`src/rtl/wishbone_slave_xactor_p_if.sv`:
```
// Wishbone B4 pipelined bus bundle between a master and wishbone_slave_xactor_p.
// Signal names keep the slave-side _I/_O suffixes so both ends read the same.
interface wishbone_slave_xactor_p_if #(
  parameter int ADDR_W = 32,
  parameter int DATA_W = 32
);
  logic                  CYC_I;
  logic                  STB_I;
  logic                  WE_I;
  logic [ADDR_W-1:0]     ADR_I;
  logic [DATA_W/8-1:0]   SEL_I;
  logic [DATA_W-1:0]     DAT_I;
  logic                  STALL_O;
  logic                  ACK_O;
  logic                  ERR_O;
  logic [DATA_W-1:0]     DAT_O;

  modport master (
    output CYC_I, STB_I, WE_I, ADR_I, SEL_I, DAT_I,
    input  STALL_O, ACK_O, ERR_O, DAT_O
  );

  modport slave (
    input  CYC_I, STB_I, WE_I, ADR_I, SEL_I, DAT_I,
    output STALL_O, ACK_O, ERR_O, DAT_O
  );
endinterface

```
`src/rtl/wishbone_slave_xactor_p.sv`:
```
// Wishbone B4 pipelined slave transactor: bus requests go to a client through a request
// FIFO, client responses come back as ACK_O/ERR_O; responses owed to aborted cycles are discarded.
module wishbone_slave_xactor_p #(
  parameter int ADDR_W          = 32,
  parameter int DATA_W          = 32,
  parameter int REQ_DEPTH       = 8,
  parameter int MAX_OUTSTANDING = 8
) (
  input  logic                                 CLK,
  input  logic                                 RST,
  wishbone_slave_xactor_p_if.slave             wb,
  output logic [1+DATA_W/8+ADDR_W+DATA_W-1:0]  client_request_get,
  output logic                                 RDY_client_request_get,
  input  logic                                 EN_client_request_get,
  input  logic [DATA_W:0]                      client_response_put,
  input  logic                                 EN_client_response_put,
  output logic                                 RDY_client_response_put
);

  localparam int SEL_W  = DATA_W / 8;
  localparam int REQ_W  = 1 + SEL_W + ADDR_W + DATA_W;
  localparam int PTR_W  = $clog2(REQ_DEPTH);
  localparam int FCNT_W = PTR_W + 1;
  localparam int CNT_W  = $clog2(MAX_OUTSTANDING + 1);
  localparam int OUT_W  = ((CNT_W > FCNT_W) ? CNT_W : FCNT_W) + 1;

  logic [REQ_W-1:0]  fifo_mem [REQ_DEPTH];
  logic [PTR_W-1:0]  wr_ptr_q, wr_ptr_d;
  logic [PTR_W-1:0]  rd_ptr_q, rd_ptr_d;
  logic [FCNT_W-1:0] fifo_cnt_q, fifo_cnt_d;
  logic [CNT_W-1:0]  live_q, live_d;
  logic [CNT_W-1:0]  stale_q, stale_d;
  logic              ack_q, ack_d;
  logic              err_q, err_d;
  logic [DATA_W-1:0] dat_q, dat_d;

  logic              fifo_full;
  logic [OUT_W-1:0]  outstanding;
  logic              stall;
  logic              accept;
  logic              req_rdy;
  logic              pop;
  logic              rsp_rdy;
  logic              rsp_fire;
  logic              rsp_stale;
  logic              rsp_live;
  logic              rsp_err;

  // NOTE: every always_comb output gets a default before any condition, so no latch can be inferred.
  always_comb begin
    fifo_full   = (fifo_cnt_q == FCNT_W'(REQ_DEPTH));
    outstanding = OUT_W'(fifo_cnt_q) + OUT_W'(live_q);
    stall       = fifo_full | (outstanding == OUT_W'(MAX_OUTSTANDING));
    accept      = wb.CYC_I & wb.STB_I & ~stall;
    req_rdy     = (fifo_cnt_q != '0) & wb.CYC_I;
    pop         = EN_client_request_get & req_rdy;
    rsp_rdy     = (live_q != '0) | (stale_q != '0);
    rsp_fire    = EN_client_response_put & rsp_rdy;
    // Stale answers belong to aborted cycles and always drain before live ones.
    rsp_stale   = rsp_fire & (stale_q != '0);
    rsp_live    = rsp_fire & (stale_q == '0);
    rsp_err     = client_response_put[DATA_W];
  end

  always_comb begin
    wr_ptr_d   = wr_ptr_q + PTR_W'(accept);
    rd_ptr_d   = rd_ptr_q + PTR_W'(pop);
    fifo_cnt_d = fifo_cnt_q + FCNT_W'(accept) - FCNT_W'(pop);
    live_d     = live_q + CNT_W'(pop) - CNT_W'(rsp_live);
    stale_d    = stale_q - CNT_W'(rsp_stale);
    if (!wb.CYC_I) begin
      // Abort: unread requests vanish, anything the client already holds becomes stale.
      wr_ptr_d   = '0;
      rd_ptr_d   = '0;
      fifo_cnt_d = '0;
      live_d     = '0;
      stale_d    = stale_q - CNT_W'(rsp_stale) + live_q - CNT_W'(rsp_live);
    end
    ack_d = rsp_live & wb.CYC_I & ~rsp_err;
    err_d = rsp_live & wb.CYC_I & rsp_err;
    dat_d = (rsp_live & wb.CYC_I) ? client_response_put[DATA_W-1:0] : dat_q;
  end

  // NOTE: the storage array has no reset; fifo_cnt_q alone decides which entries are meaningful.
  always_ff @(posedge CLK) begin
    if (accept) begin
      fifo_mem[wr_ptr_q] <= {wb.WE_I, wb.SEL_I, wb.ADR_I, wb.DAT_I};
    end
  end

  // NOTE: sequential state uses non-blocking assignments only; reset is sampled on the clock edge.
  always_ff @(posedge CLK) begin
    if (RST) begin
      wr_ptr_q   <= '0;
      rd_ptr_q   <= '0;
      fifo_cnt_q <= '0;
      live_q     <= '0;
      stale_q    <= '0;
      ack_q      <= 1'b0;
      err_q      <= 1'b0;
      dat_q      <= '0;
    end else begin
      wr_ptr_q   <= wr_ptr_d;
      rd_ptr_q   <= rd_ptr_d;
      fifo_cnt_q <= fifo_cnt_d;
      live_q     <= live_d;
      stale_q    <= stale_d;
      ack_q      <= ack_d;
      err_q      <= err_d;
      dat_q      <= dat_d;
    end
  end

  assign wb.STALL_O                = stall;
  assign wb.ACK_O                  = ack_q;
  assign wb.ERR_O                  = err_q;
  assign wb.DAT_O                  = dat_q;
  assign client_request_get        = fifo_mem[rd_ptr_q];
  assign RDY_client_request_get    = req_rdy;
  assign RDY_client_response_put   = rsp_rdy;

endmodule

```
`src/flat_wrapper.sv`:
```
// flat-port wrapper written by rule: the top's interface ports become plain ports
module wishbone_slave_xactor_p_flat 
#(
  parameter int ADDR_W          = 32,
  parameter int DATA_W          = 32,
  parameter int REQ_DEPTH       = 8,
  parameter int MAX_OUTSTANDING = 8
)
  (CLK, RST, client_request_get, RDY_client_request_get, EN_client_request_get, client_response_put, EN_client_response_put, RDY_client_response_put, wb_CYC_I, wb_STB_I, wb_WE_I, wb_ADR_I, wb_SEL_I, wb_DAT_I, wb_STALL_O, wb_ACK_O, wb_ERR_O, wb_DAT_O);
  wishbone_slave_xactor_p_if #(.ADDR_W(ADDR_W), .DATA_W(DATA_W)) wb_i ();
  input  logic CLK;
  input  logic RST;
  output logic [1+DATA_W/8+ADDR_W+DATA_W-1:0] client_request_get;
  output logic RDY_client_request_get;
  input  logic EN_client_request_get;
  input  logic [DATA_W:0] client_response_put;
  input  logic EN_client_response_put;
  output logic RDY_client_response_put;
  input wire logic [$bits(wb_i.CYC_I)-1:0] wb_CYC_I;
  input wire logic [$bits(wb_i.STB_I)-1:0] wb_STB_I;
  input wire logic [$bits(wb_i.WE_I)-1:0] wb_WE_I;
  input wire logic [$bits(wb_i.ADR_I)-1:0] wb_ADR_I;
  input wire logic [$bits(wb_i.SEL_I)-1:0] wb_SEL_I;
  input wire logic [$bits(wb_i.DAT_I)-1:0] wb_DAT_I;
  output wire logic [$bits(wb_i.STALL_O)-1:0] wb_STALL_O;
  output wire logic [$bits(wb_i.ACK_O)-1:0] wb_ACK_O;
  output wire logic [$bits(wb_i.ERR_O)-1:0] wb_ERR_O;
  output wire logic [$bits(wb_i.DAT_O)-1:0] wb_DAT_O;
  assign wb_i.CYC_I = wb_CYC_I;
  assign wb_i.STB_I = wb_STB_I;
  assign wb_i.WE_I = wb_WE_I;
  assign wb_i.ADR_I = wb_ADR_I;
  assign wb_i.SEL_I = wb_SEL_I;
  assign wb_i.DAT_I = wb_DAT_I;
  assign wb_STALL_O = wb_i.STALL_O;
  assign wb_ACK_O = wb_i.ACK_O;
  assign wb_ERR_O = wb_i.ERR_O;
  assign wb_DAT_O = wb_i.DAT_O;
  wishbone_slave_xactor_p #(.ADDR_W(ADDR_W), .DATA_W(DATA_W), .REQ_DEPTH(REQ_DEPTH), .MAX_OUTSTANDING(MAX_OUTSTANDING)) u_core (.CLK(CLK), .RST(RST), .wb(wb_i), .client_request_get(client_request_get), .RDY_client_request_get(RDY_client_request_get), .EN_client_request_get(EN_client_request_get), .client_response_put(client_response_put), .EN_client_response_put(EN_client_response_put), .RDY_client_response_put(RDY_client_response_put));
endmodule
```
`config.mk`:
```
export PLATFORM = sky130hd
export DESIGN_NAME = wishbone_slave_xactor_p_flat
export DESIGN_NICKNAME = d
export VERILOG_FILES = /design/src/rtl/wishbone_slave_xactor_p_if.sv /design/src/rtl/wishbone_slave_xactor_p.sv /design/src/flat_wrapper.sv
export SDC_FILE = /design/constraint.sdc
export NUM_CORES = 1
export LEC_CHECK = 0
export ABC_AREA = 1
export CORE_MARGIN = 3
export CORE_UTILIZATION = 58
export DETAILED_ROUTE_END_ITERATION = 10
export PLACE_DENSITY = 0.91
export SYNTH_ARGS = -nofsm -noshare
export SYNTH_HDL_FRONTEND = slang
export SYNTH_SLANG_ARGS = --single-unit
```
`constraint.sdc`:
```
create_clock -name CLK -period 5.9 [get_ports CLK]
set_input_delay 1.475 -clock CLK [delete_from_list [all_inputs] [get_ports CLK]]
set_output_delay 1.475 -clock CLK [all_outputs]
set_load 0.01 [all_outputs]
```
Word-level counts from Yosys, hierarchy flattened
Memories as Yosys holds them, arrays and structs flattened. A register that Yosys moved wholly into a read port is not among the register bits.
Cells that the tools add are included.
{ "op_classes": {"bitwise_logic": 15, "order_cmp": 0, "reduce_logical": 5, "mux": 4, "n_addsub": 10, "n_div": 0, "n_mul": 0, "shifts": 0, "n_eq_ne": 2} }
{ "op_table": {"columns": ["op", "count"], "rows": [
  ["subtractor 4 x 1 -> 4 bit", 4],
  ["nonzero test 4 bit", 3],
  ["bitwise AND 1 bit", 10],
  ["adder 4 x 1 -> 4 bit", 2],
  ["adder 3 x 1 -> 3 bit", 2],
  ["adder 4 x 4 -> 5 bit", 1],
  ["== test 5 x 4 -> 1 bit, second input constant", 1],
  ["adder 4 bit", 1],
  ["== test 4 bit, second input constant", 1],
  ["logical NOT 4 bit", 1],
  ["two-way mux 4 bit", 1],
  ["two-way mux 3 bit", 1],
  ["inverter 1 bit", 3],
  ["two-way mux 1 bit", 2],
  ["bitwise OR 1 bit", 2],
  ["OR reduction 2 bit", 1]
]} }
{ "word_totals": {"in_bits": 108, "romBits": 0, "n_memories": 1, "register_bits": 52, "latch_bits": 0, "out_inout_bits": 106, "mem_bits_rw": 552, "wordCells": 45} }
{ "memory_table": {"columns": ["name", "depth", "width", "rd", "rd_ports_with_merged_regs", "wr", "line_no", "rtl"], "rows": [
  ["u_core.fifo_mem", 8, 69, 1, 1, 1, "wishbone_slave_xactor_p.sv:27", "logic [REQ_W-1:0] fifo_mem [REQ_DEPTH];"]
]} }

Longest topological paths before layout
{ "depth": {"depth_word": 8, "mapped_depth": 16, "mapped_depth_nobuf": 16} }

Worst setup path before layout
OpenSTA, ideal clock, no wires.
{ "synth_timing": {"path_type": "input -> register", "startpoint": "input wb_STB_I", "endpoint": "memory u_core.fifo_mem[0][0] in the netlist's numbering (enable)", "path_slack_ns": 0.674, "arrival_ns": 4.729, "required_time_ns": 5.403, "path_buffers": 0, "path_stages": 3, "setup_time_ns": 0.497, "cell_sequence": "nand2_1 -> nand3b_1 -> nor2_1"} }
{ "synth_between": {"elab_chain_len": 4} }
{ "synth_rtl": {"columns": ["item", "line_no", "rtl"], "rows": [
  ["start, declared", "flat_wrapper.sv:20", "input wire logic [$bits(wb_i.STB_I)-1:0] wb_STB_I;"],
  ["bitwise AND 1 bit (2 in a row)", "wishbone_slave_xactor_p.sv:54", "accept = wb.CYC_I & wb.STB_I & ~stall;"],
  ["two-way mux 1 bit", "wishbone_slave_xactor_p.sv:86", "if (accept) begin"],
  ["two-way mux 1 bit (implied by the code)", "wishbone_slave_xactor_p.sv:87", "fifo_mem[wr_ptr_q] <= {wb.WE_I, wb.SEL_I, wb.ADR_I, wb.DAT_I};"],
  ["end, declared", "wishbone_slave_xactor_p.sv:27", null]
]} }
No other way between the ends.

==> results.tsv <==
stage	metric	value	unit
route	drt_iter0_markers	1977	
route	routedWlPerCell	20.7	µm
die	die_width	210	µm
flow_run	cap_violations	0	
worst_setup_path	end_kind	output port	
final_layout	fillers	2466	
sta	fmax	203	MHz
clocking	cts_buffers	56	
worst_setup_path	crit_arrival	3.44	ns
worst_setup_path	path_cells	buf_12 > nor2_1 > nor2_1 > o21ai_1 > o21ai_1 > nand2_1 > nand2_1 > clkdlybuf4s50_1	
clocking	cts-root-buf	clkbuf_16	
sta	setup_violations	0	
sta	fin_skew	0.0140	ns
clocking	insertion_delay	0.59	ns
synth	postSynthAreaPerCell	11.9	µm²
synth	ys_types	32	
sta	period_needed	4.92	ns
placement	gp_congestion	0.833	
die	num_rows	74	
clocking	cts_sinks	604	
route	drt_first_pass_iters	6	
worst_setup_path	path_class	register to output port	
die	core_area	41000	µm²
worst_setup_path	start_kind	register	
sta	tns	0	ns
clocking	hold_buffers	0	
sta	fin_crit_sh	0.833	
route	wirelength	57600	µm
placement	dp_hpwl	30600	µm
final_layout	area_delta_synth_final	17.7	%
synth	yosys.area.top_type	edfxtp_1	
placement	portBuffers	213	
synth	syn_inst	2023	
final_layout	drive_gt1_frac	0.0544	
route	avgViaCountPerCell	5.91	
global_routing	grt_max_degree	278	
global_routing	overflow	0	
route	postRouteAntennaNets	0	
worst_setup_path	critPathMaxFanout	277	
synth	seq_area_frac_synth	0.730	
sta	whs	0.480	ns
synth	synth_top_area_frac	0.687	
sta	rsz0062_at_grt	no	
sta	maxSlewViolCount	0	
clocking	cts_setup_buffers	0	
clocking	post_cts_resized	0	
die	initial_core_util	0.589	
die	io_pins	214	
worst_setup_path	critPathMaxStageDelay	0.77	ns
hold_path	hp-class	register to register	
global_routing	track_usage	0.255	
route	drc_errors	0	
clocking	clk_transition_reported_paths	0.06	ns
final_layout	final_util	0.693	
synth	syn_nets	2161	
clocking	cts_htree_levels	2	
clocking	clock_path_buffers	3	
die	dieHeight	210	µm
synth	synthesis.area	24100	µm²
synth	ys_ff_latch	604	
power_and_ir_drop	powerDensity	323	nW/µm²
clocking	tritoncts	done	
global_routing	antenna_found_initial	4	
synth	synthTopCellsByArea	edfxtp_1 69%, nor2_1 7.9%, o21ai_1 6.5%, dfxtp_1 4.3%, nand2_1 3.6%	
die	dieArea	44100	µm²
global_routing	grt_pass1_vias	16589	
power_and_ir_drop	power.leakage	9.85	nW
power_and_ir_drop	finalPower	9.17	mW
status	status	completed	
placement	place_area	26600	µm²
worst_setup_path	crit_required	4.43	ns
final_layout	nets	2337	
sta	slew_headroom	0.211	
synth	ys_warn_count	0	
route	via_count	16432	
final_layout	stdcell_area	28400	µm²
power_and_ir_drop	peakVddDrop	0.000236	V
global_routing	grt_first_pass_wirelength	88400	µm
worst_setup_path	crit_path_top_delay_cell	buf_12	
sta	hold_viol_final	0	
sta	worst_pin_slew	1.18	ns
-- cells in the mapped netlist, drive strengths merged --
library cell / number
edfxtp: 552
a211oi: 1
buf: 61
o22ai: 2
ha: 26
and2: 2
a21o: 1
clkbuf: 56
nand3: 15
nand3b: 1
nand2: 232
xor2: 4
inv: 42
fa: 4
nor2: 512
dfxtp: 52
xnor2: 5
nor3: 2
a31oi: 1
or2: 1
a21oi: 3
o21ai: 447
nand4: 1
-- cells by family (layout without fill, tap and decap cells) --
| logic type | count (synthesis) | count (layout) | synth area share |
|---|---|---|---|
| simple gates | 766 | 766 | 0.121 |
| flops | 604 | 604 | 0.730 |
| compound gates | 455 | 455 | 0.0947 |
| buf+inv | 159 | 379 | 0.0349 |
| fa+ha+maj | 30 | 30 | 0.0168 |
| xor+xnor | 9 | 9 | 0.00326 |
| other cells | 0 | 4 | 0 |
-- through the flow --
stage | setup slack, ns | cells
2_1_floorplan | 0.674 | 2023
3_3_place_gp | 1.54 | 2673
3_5_place_dp | 1.52 | 2673
4_1_cts | 1.09 | 2775
5_1_grt | 0.929 | 2775
6_report | 0.983 | 2779
-- critical path: cells and delay by family (launching register included) --
family / cells / cell delay [ns]
buffers and inverters: 2 / 1.42
flip-flops: 1 / 0.39
AND/OR/NAND/NOR: 4 / 0.61
AO/OA/AOI/OAI: 2 / 0.23
-- flip-flops by register name, indices dropped and copies added, names as in the netlist --
register and cells:
u_core.stale_q 4, u_core.rd_ptr_q 3, u_core.wb.DAT_O 32, u_core.fifo_cnt_q 4, u_core.fifo_mem 552, u_core.wb.ERR_O 1
u_core.wr_ptr_q 3, u_core.live_q 4, u_core.wb.ACK_O 1
-- cell usage in the layout, fill, tap and decap left out, types with 2 or more instances in the layout --
| cell type | instances |
|---|---|
| a21oi_1 | 3 |
| edfxtp_1 | 552 |
| inv_1 | 35 |
| diode_2 | 4 |
| nor3_1 | 2 |
| nand2_1 | 231 |
| clkdlybuf4s50_1 | 213 |
| xnor2_1 | 5 |
| dfxtp_1 | 49 |
| inv_2 | 6 |
| ha_1 | 26 |
| clkinv_2 | 7 |
| inv_8 | 2 |
| clkbuf_16 | 57 |
| o22ai_1 | 2 |
| nand3_1 | 15 |
| nor2_4 | 8 |
| buf_12 | 5 |
| fa_1 | 4 |
| nor2_1 | 503 |
| o21ai_0 | 133 |
| xor2_1 | 4 |
| clkinv_1 | 6 |
| buf_4 | 17 |
| o21ai_1 | 314 |
| clkinvlp_4 | 2 |
| bufinv_16 | 8 |
| clkbuf_1 | 17 |
| dfxtp_4 | 2 |
| and2_1 | 2 |
-- where the power goes --
part	switching, mW	total, mW	internal [mW]
combinational	0.430	0.747	0.317
clock	1.53	3.67	2.14
sequential	0.0226	4.75	4.73
-- layout make-up --
class	count	area, µm²	share of cell area
well taps	532	666	0.0234
inverters	42	165	0.00581
multi-input cells	1260	5750	0.202
clock inverters	26	339	0.0119
diodes	4	10.0	0.000352
flip-flops and latches	604	17600	0.620
repair buffers	235	2360	0.0830
clock buffers	76	1510	0.0531
-- final timing paths --
path | start | to | slack, ns | cells after the start
hold / removal | u_core.wb.DAT_O[4] | u_core.wb.DAT_O[4] | 0.48 | 2
setup / recovery | u_core.rd_ptr_q[0] | client_request_get[3] | 0.98 | 8
setup reg to reg | u_core.live_q[0] | u_core.fifo_mem[4][54] | 2.38 | 10
hold reg to reg | u_core.wb.DAT_O[4] | u_core.wb.DAT_O[4] | 0.48 | 2
-- metal layers --
metal | track usage | part of all wire
met5 | 0 | 0.00061
met4 | 0.102 | 0.034
met3 | 0.0579 | 0.11
met2 | 0.434 | 0.50
met1 | 0.321 | 0.36
Power figures use the tool's default switching activity.
